[config.mk]
export PLATFORM = sky130hd
export DESIGN_NAME = prog_cntr_timer
export DESIGN_NICKNAME = d
export VERILOG_FILES = /design/src/rtl/prog_cntr_timer_pkg.sv /design/src/rtl/prog_cntr_timer_prescaler.sv /design/src/rtl/prog_cntr_timer.sv
export SDC_FILE = /design/constraint.sdc
export NUM_CORES = 1
export LEC_CHECK = 0
export BUFFER_PORTS_ARGS = -buffer_cell sky130_fd_sc_hd__buf_2
export CORE_UTILIZATION = 46
export DETAILED_ROUTE_END_ITERATION = 8
export SYNTH_ARGS = -nofsm -noshare
export SYNTH_HDL_FRONTEND = slang
export SYNTH_SLANG_ARGS = --single-unit
[constraint.sdc]
create_clock -name clk -period 4.8 [get_ports clk]
set_input_delay 0.72 -clock clk [delete_from_list [all_inputs] [get_ports clk]]
set_output_delay 0.72 -clock clk [all_outputs]
set_load 0.01 [all_outputs]
[src/rtl/prog_cntr_timer_pkg.sv]
// Shared mode encodings and run-state type for the programmable counter/timer.
package prog_cntr_timer_pkg;

    typedef enum logic [1:0] {
        MODE_UPWRAP     = 2'b00,
        MODE_ONESHOT    = 2'b01,
        MODE_DOWNRELOAD = 2'b10,
        MODE_TRIANGLE   = 2'b11
    } mode_e;

    // ST_IDLE covers the first enabled cycle, which seeds count/dir before any tick is honoured
    typedef enum logic [1:0] {
        ST_IDLE = 2'b00,
        ST_RUN  = 2'b01,
        ST_HALT = 2'b10
    } run_state_e;

endpackage

[src/rtl/prog_cntr_timer_prescaler.sv]
// Tick divider: asserts tick once every prescale_q+1 running cycles.
module cntr_prescaler #(
    parameter int PRESCALE_W = 4
) (
    input  logic                  clk,
    input  logic                  rst_n_2,
    input  logic                  run,
    input  logic [PRESCALE_W-1:0] prescale_q,
    output logic                  tick
);

    logic [PRESCALE_W-1:0] div_cnt;

    assign tick = run && (div_cnt == prescale_q);

    always_ff @(posedge clk or negedge rst_n_2) begin
        if (!rst_n_2) begin
            div_cnt <= '0;
        end else if (!run || tick) begin
            div_cnt <= '0;
        end else begin
            div_cnt <= div_cnt + 1'b1;
        end
    end

endmodule

[src/rtl/prog_cntr_timer.sv]
// Programmable counter/timer with up-wrap, one-shot, down-reload and triangle modes.
module prog_cntr_timer
    import prog_cntr_timer_pkg::*;
#(
    parameter int WIDTH      = 8,
    parameter int PRESCALE_W = 4
) (
    input  logic                  clk,
    input  logic                  rst_n_2,
    input  logic                  en,
    input  logic [1:0]            mode,
    input  logic [WIDTH-1:0]      limit,
    input  logic                  load,
    input  logic [PRESCALE_W-1:0] prescale,
    output logic [WIDTH-1:0]      count,
    output logic                  done,
    output logic                  busy,
    output logic                  dir
);

    localparam logic [WIDTH-1:0] ONE = WIDTH'(1);

    run_state_e            state_q, state_n;
    mode_e                 mode_q;
    logic [PRESCALE_W-1:0] prescale_q;
    logic [WIDTH-1:0]      shadow_q, shadow_n;
    logic [WIDTH-1:0]      active_q, active_n;
    logic [WIDTH-1:0]      count_n, cnt_inc, cnt_dec;
    logic                  dir_n, done_n, busy_n, term;
    logic                  tick;

    cntr_prescaler #(
        .PRESCALE_W (PRESCALE_W)
    ) u_prescaler (
        .clk        (clk),
        .rst_n_2    (rst_n_2),
        .run        (en && (state_q == ST_RUN)),
        .prescale_q (prescale_q),
        .tick       (tick)
    );

    // Next-state and next-output decode; terminal events also retire the shadow limit
    always_comb begin
        shadow_n = load ? limit : shadow_q;
        cnt_inc  = count + ONE;
        cnt_dec  = count - ONE;
        state_n  = state_q;
        count_n  = count;
        dir_n    = dir;
        done_n   = 1'b0;
        term     = 1'b0;

        if (!en) begin
            state_n = ST_IDLE;
            count_n = '0;
            dir_n   = 1'b0;
        end else begin
            case (state_q)
                ST_IDLE: begin
                    state_n = ST_RUN;
                    if (mode_q == MODE_DOWNRELOAD) begin
                        count_n = active_q;
                        dir_n   = 1'b1;
                    end else begin
                        count_n = '0;
                        dir_n   = 1'b0;
                    end
                end
                ST_RUN: begin
                    if (tick) begin
                        case (mode_q)
                            MODE_UPWRAP: begin
                                if (count >= active_q) begin
                                    count_n = '0;
                                    done_n  = 1'b1;
                                    term    = 1'b1;
                                end else begin
                                    count_n = cnt_inc;
                                end
                            end
                            MODE_ONESHOT: begin
                                if (count >= active_q) begin
                                    done_n  = 1'b1;
                                    term    = 1'b1;
                                    state_n = ST_HALT;
                                end else begin
                                    count_n = cnt_inc;
                                end
                            end
                            MODE_DOWNRELOAD: begin
                                if (count == '0) begin
                                    count_n = shadow_n;
                                    done_n  = 1'b1;
                                    term    = 1'b1;
                                end else begin
                                    count_n = cnt_dec;
                                end
                            end
                            MODE_TRIANGLE: begin
                                // Direction flips on arrival at an endpoint, so endpoints are never repeated
                                if (!dir) begin
                                    if (count >= active_q) begin
                                        count_n = '0;
                                        done_n  = 1'b1;
                                        term    = 1'b1;
                                    end else begin
                                        count_n = cnt_inc;
                                        dir_n   = (cnt_inc == active_q);
                                    end
                                end else begin
                                    if (count <= ONE) begin
                                        count_n = '0;
                                        dir_n   = 1'b0;
                                        done_n  = 1'b1;
                                        term    = 1'b1;
                                    end else begin
                                        count_n = cnt_dec;
                                    end
                                end
                            end
                            default: count_n = count;
                        endcase
                    end
                end
                ST_HALT: state_n = ST_HALT;
                default: state_n = ST_IDLE;
            endcase
        end

        busy_n   = (state_n == ST_RUN);
        active_n = (!en || term) ? shadow_n : active_q;
    end

    // Configuration is only sampled while stopped so a running period is never disturbed
    always_ff @(posedge clk or negedge rst_n_2) begin
        if (!rst_n_2) begin
            state_q    <= ST_IDLE;
            mode_q     <= MODE_UPWRAP;
            prescale_q <= '0;
            shadow_q   <= '0;
            active_q   <= '0;
            count      <= '0;
            done       <= 1'b0;
            busy       <= 1'b0;
            dir        <= 1'b0;
        end else begin
            state_q  <= state_n;
            shadow_q <= shadow_n;
            active_q <= active_n;
            count    <= count_n;
            done     <= done_n;
            busy     <= busy_n;
            dir      <= dir_n;
            if (!en) begin
                mode_q     <= mode_e'(mode);
                prescale_q <= prescale;
            end
        end
    end

endmodule

==> impl_metrics.yaml, run 1 <==
placement:
  place_congestion: 0.937
  dpl.hpwl_um: 4980
  io_buffers: 28
  placed_cells: 376
logic_synthesis:
  syn_inst: 289
  ys_ff_latch: 39
  synth_ff_type: "dfrtp_1"
  yosysSeqAreaShare_pct: 36.6
  syn_nets: 320
  synth-edff-count: 0
  avgSynthCellArea_um2: 9.24
  synth.distinct_cells: 60
  synth_area_um2: 2670
  async_reset_ff_share_pct: 100
  synth_warnings: 0
run_status:
  status: "completed"
die:
  coreArea_um2: 5540
  rows: 27
  dieHeight_um: 78.2
  initial_core_util_pct: 48.2
  die_w_um: 78.2
  ios: 29
  die_area_um2: 6110
detailed_routing:
  drc: 0
  drt_iter0_markers: 232
  drt-total-wl_um: 6840
  dr.pass1.iters: 4
  vias: 2258
  drtAntennaViolNets: 0
  wl_per_cell_um: 17.9
  viasPerCell: 5.91
timing:
  fin_skew_ns: 0.00338
  slew_headroom_pct: 41.4
  setup_viol: 0
  worst_pin_slew_ns: 0.872
  fmax_mhz: 318
  hold_viol: 0
  fin_tns_setup_ns: 0
  slew_viol_final: 0
  min_period_ns: 3.14
  rsz0062_at_grt: "false"
  final.period_utilization_pct: 65.5
worst_setup_path:
  crit_required_ns: 4.98
  crit_path_end_kind: "flop"
  cp.arrival_ns: 3.32
  path_class: "flop to flop"
  start_kind: "flop"
  path_max_fanout: 12
clock_network:
  clk_pin_slew_worst_paths_ns: 0.08
  clk_latency_ns: 0.29
  cts_buffers: 5
  cts_resized: 0
  root_buffer: "clkbuf_8"
  numClockSinks: 39
  ctsHoldBuffers: 0
  clockBufferDepth: 2
  post_cts_buffers: 0
  cts_max_level: 2
  cts_tree: "yes"
power_and_ir_drop:
  p_leak_uw: 0.00128
  total_power_uw: 1030
  power_density_nw_per_um2: 352
  vdd_drop_max_mv: 0.221
global_routing:
  grt_first_pass_wirelength_um: 11200
  grt_pass1_vias: 2195
  antenna_found_initial: 0
  track_usage_pct: 24.0
  grt_max_degree: 40
  overflow: 0
layout:
  syn2layout_area_growth_pct: 9.09
  stdcell_count: 382
  nets: 342
  drive_above_1_share_pct: 20.6
  n_antenna_cell: 0
hold_path:
  hp-class: "flop to flop"
run:
  maxCapViolations: 0
[layout make-up]
cell class | count | area, um2
Fill cell | 517 | 2630
Multi-Input combinational cell | 220 | 1570
Sequential cell | 39 | 976
Timing Repair Buffer | 28 | 140
Tap cell | 72 | 90.1
Clock buffer | 5 | 68.8
Inverter | 17 | 63.8
Clock inverter | 1 | 7.51
[registers in the layout, summed over array words and instances, names as in the netlist]
signal and count:
dir 1, mode_q 2, state_q 2, prescale_q 4
active_q 8, u_prescaler.div_cnt 4, done 1, shadow_q 8
count 8, busy 1
[metrics by stage]
step	utilization, %	setup slack [ns]	hold WS [ns]	instance area [um2]
after floorplan	-	2.01	0.424	2670
after global placement	51.2	1.80	0.481	2840
after detailed placement	51.2	1.69	0.485	2840
after CTS	52.6	1.70	0.502	2910
after global routing	52.6	1.48	0.512	2910
final	52.6	1.66	0.498	2910
[layer usage]
| layer | GRT usage, % | part of all wire, % | routed length [um] | up-vias |
|---|---|---|---|---|
| met5 | 0 | 0 | 0 | - |
| met4 | 8.89 | 2.4 | 163 | 0 |
| met3 | 3.60 | 3.9 | 270 | 14 |
| met2 | 39.8 | 48 | 3280 | 59 |
| met1 | 31.5 | 46 | 3130 | 1102 |
| li1 | - | - | - | 1083 |
[final timing paths]
| check | start | end | slack [ns] | cells after the start |
|---|---|---|---|---|
| worst min-delay path | shadow_q[5] | shadow_q[5] | 0.50 | 1 |
| worst max register to register | count[0] | count[0] | 1.66 | 8 |
| max in group asynchronous | rst_n_2 | u_prescaler.div_cnt[1] | 3.72 | 1 |
| worst min register to register | shadow_q[5] | shadow_q[5] | 0.50 | 1 |
| min in group asynchronous | rst_n_2 | shadow_q[4] | 0.54 | 1 |
| worst max-delay path | count[0] | count[0] | 1.66 | 8 |
[synthesized netlist by cell type (all sizes together), types with 2 or more instances]
cell type	number	area share, %
o22ai	3	0.70
xor2	10	3.3
o31ai	4	1.1
nand2b	3	0.70
a21o	3	0.84
o21a	3	0.84
nor3	15	3.0
ha	13	6.1
clkbuf	7	0.98
nand4	2	0.47
mux2	19	8.2
a21oi	19	3.6
nor2	21	3.0
o211ai	3	1.0
or2	2	0.47
dfrtp	39	37
nor4	3	0.70
a31oi	8	1.9
buf	6	1.4
a211oi	2	0.56
xnor2	12	3.9
nand3	7	1.3
nor2b	7	1.6
a22oi	2	0.56
mux2i	4	1.5
nand2	21	3.0
o21ai	10	2.0
inv	17	2.4
[power breakdown]
group,switching (uW),leakage (uW),internal [uW],total [uW]
clock network,117,0.0000361,96.5,213
registers,74.3,0.000481,363,437
logic,212,0.000764,163,375
total,403,0.00128,623,1030
[logic make-up (layout without fill, tap and decap cells)]
kind of cell,count (synthesis),count (layout),share of synthesized area [%]
compound gates,70,70,18.0
fa+ha+maj,13,13,6.09
simple gates,92,92,17.7
buf+inv,30,51,4.78
mux,23,23,9.65
flops,39,39,36.6
xor+xnor,22,22,7.22
[critical path, cell delays in order, from the launching register on]
cell and delay, ns:
dfrtp_1 0.57, inv_1 0.15, ha_1 0.32, nand2b_1 0.17
a2111oi_2 0.44, o211ai_2 0.25, a41oi_2 0.45, nand2b_1 0.35
mux2_4 0.33
[cells in the final DEF (no fill, tap or decap), types with 8 or more instances in the layout]
cell type and count:
xnor2_1 12, o21ai_0 9, a31oi_1 8, xor2_1 10
ha_1 13, nand2_1 21, inv_1 16, nor2_1 21
nor3_1 14, buf_2 28, mux2_2 18, a21oi_1 19
dfrtp_1 39
Note: power is estimated with default switching activity, not from simulation.
==> inputs of run 2 (changes only) <==
- clock period: 4.8 -> 3.3 ns (I/O delays scaled with it)
==> impl_metrics.yaml, run 2 (synthesized netlist as in run 1, its figures left out) <==
run_status:
  status: "completed"
die:
  ios: 29
  initial_core_util_pct: 48.2
  die_w_um: 78.2
  coreArea_um2: 5540
  rows: 27
  dieHeight_um: 78.2
  die_area_um2: 6110
clock_network:
  post_cts_buffers: 0
  numClockSinks: 39
  cts_tree: "yes"
  ctsHoldBuffers: 0
  clk_pin_slew_worst_paths_ns: 0.08
  cts_resized: 0
  root_buffer: "clkbuf_8"
  cts_max_level: 2
  clockBufferDepth: 2
  clk_latency_ns: 0.29
  cts_buffers: 5
power_and_ir_drop:
  clkPwrFrac_pct: 20.9
  netSwitchingFraction_pct: 38.4
  p_leak_uw: 0.00132
  power.internal_uw: 929
  power_switching_uw: 578
  vdd_drop_max_mv: 0.347
  power_density_nw_per_um2: 508
  pwr-share-seq_pct: 40.9
  p_comb_share_pct: 38.2
timing:
  hold_viol: 0
  min_period_ns: 2.88
  fmax_mhz: 348
  setup_viol: 0
  fin_tns_setup_ns: 0
  worst_pin_slew_ns: 0.866
  fin_ws_ns: 0.423
  hold_slack_ns: 0.307
  slew_headroom_pct: 42.3
  fin_skew_ns: 0.0104
  final.period_utilization_pct: 87.2
  slew_viol_final: 0
  rsz0062_at_grt: "false"
detailed_routing:
  wl_per_cell_um: 17.3
  viasPerCell: 5.94
  drtAntennaViolNets: 0
  dr.pass1.iters: 4
  vias: 2316
  drc: 0
  drt_iter0_markers: 186
  drt-total-wl_um: 6750
global_routing:
  grt_max_degree: 40
  track_usage_pct: 24.2
  overflow: 0
  grt_first_pass_wirelength_um: 11200
  antenna_found_initial: 0
  grt_pass1_vias: 2213
layout:
  nets: 348
  final_cell_mix: "dfrtp_1 (39), buf_2 (28), nand2_1 (21), nor2_1 (21), a21oi_1 (19)"
  fill_cells: 542
  stdcell_count: 390
  n_antenna_cell: 0
  syn2layout_area_growth_pct: 11.0
  largestRegisters: "active_q: 8 flops, count: 8 flops, shadow_q: 8 flops"
  final_core_util_pct: 53.5
  register_area_um2: 976
  final_common_cell: "dfrtp_1"
  multiInputGateArea_um2: 1570
  drive_above_1_share_pct: 22.0
hold_path:
  hp-class: "primary input to async pin"
placement:
  dpl.hpwl_um: 5150
  dp_worst_setup_slack_ns: 0.457
  placed_cells: 382
  place_congestion: 0.888
  io_buffers: 28
worst_setup_path:
  path_class: "flop to flop"
  start_kind: "flop"
  path_max_fanout: 12
  r2r_end: "count[0]"
  reg2regPathDepth: 8
  regToRegStartpoint: "count[0]"
  reg2reg_slack_ns: 0.42
  crit_path_end_kind: "flop"
  cp.arrival_ns: 3.06
  crit_path_start: "count[0]"
  crit_required_ns: 3.49
run:
  maxCapViolations: 0
[run 2: cell types whose count changed in the layout (fill, tap and decap cells not counted), sizes merged]
cell      before  now
buf           28   34
clkbuf         5    7
clkinv         0    1
clkinvlp       1    0
[run 2: power by group through the flow]
stage / logic [uW] / clock network, uW / registers, uW
floorplan: 439 / 0 / 587
global placement: 563 / 0 / 623
detailed placement: 569 / 0 / 625
CTS: 572 / 326 / 615
global route: 637 / 342 / 625
finish: 575 / 315 / 616
[run 2: worst max-delay path, cell delays in order, from the launching register on]
cell       delay (ns)
dfrtp_1          0.56
inv_1            0.14
ha_1             0.33
nand2b_1         0.16
a2111oi_2        0.45
o211ai_2         0.24
a41oi_2          0.23
nand2b_1         0.33
mux2_4           0.33
[run 2: worst max path at each step]
stage               endpoint  cells past startpoint
global placement    count[0]                      8
detailed placement  count[0]                      8
CTS                 count[0]                      8
global route        count[0]                      8
finish              count[0]                      8
floorplan           count[0]                     10
[run 2: per-layer routing]
metal | GRT usage, % | share of wire [%]
met5 | 0 | 0
met4 | 10.6 | 3.6
met3 | 3.49 | 5.3
met2 | 40.5 | 48
met1 | 31.0 | 43
[run 2: through the flow]
stage          total power (uW)  cell area, um2
3_5_place_dp               1190            2880
6_report                   1510            2960
5_1_grt                    1600            2960
2_1_floorplan              1030            2670
4_1_cts                    1510            2960
3_3_place_gp               1190            2880
[run 2: layout make-up]
type | count | area share, %
well taps | 72 | 3.04
inverters | 17 | 2.15
repair buffers | 34 | 6.25
clock buffers | 7 | 2.58
clock inverters | 1 | 0.169
multi-input cells | 220 | 52.9
flip-flops and latches | 39 | 32.9
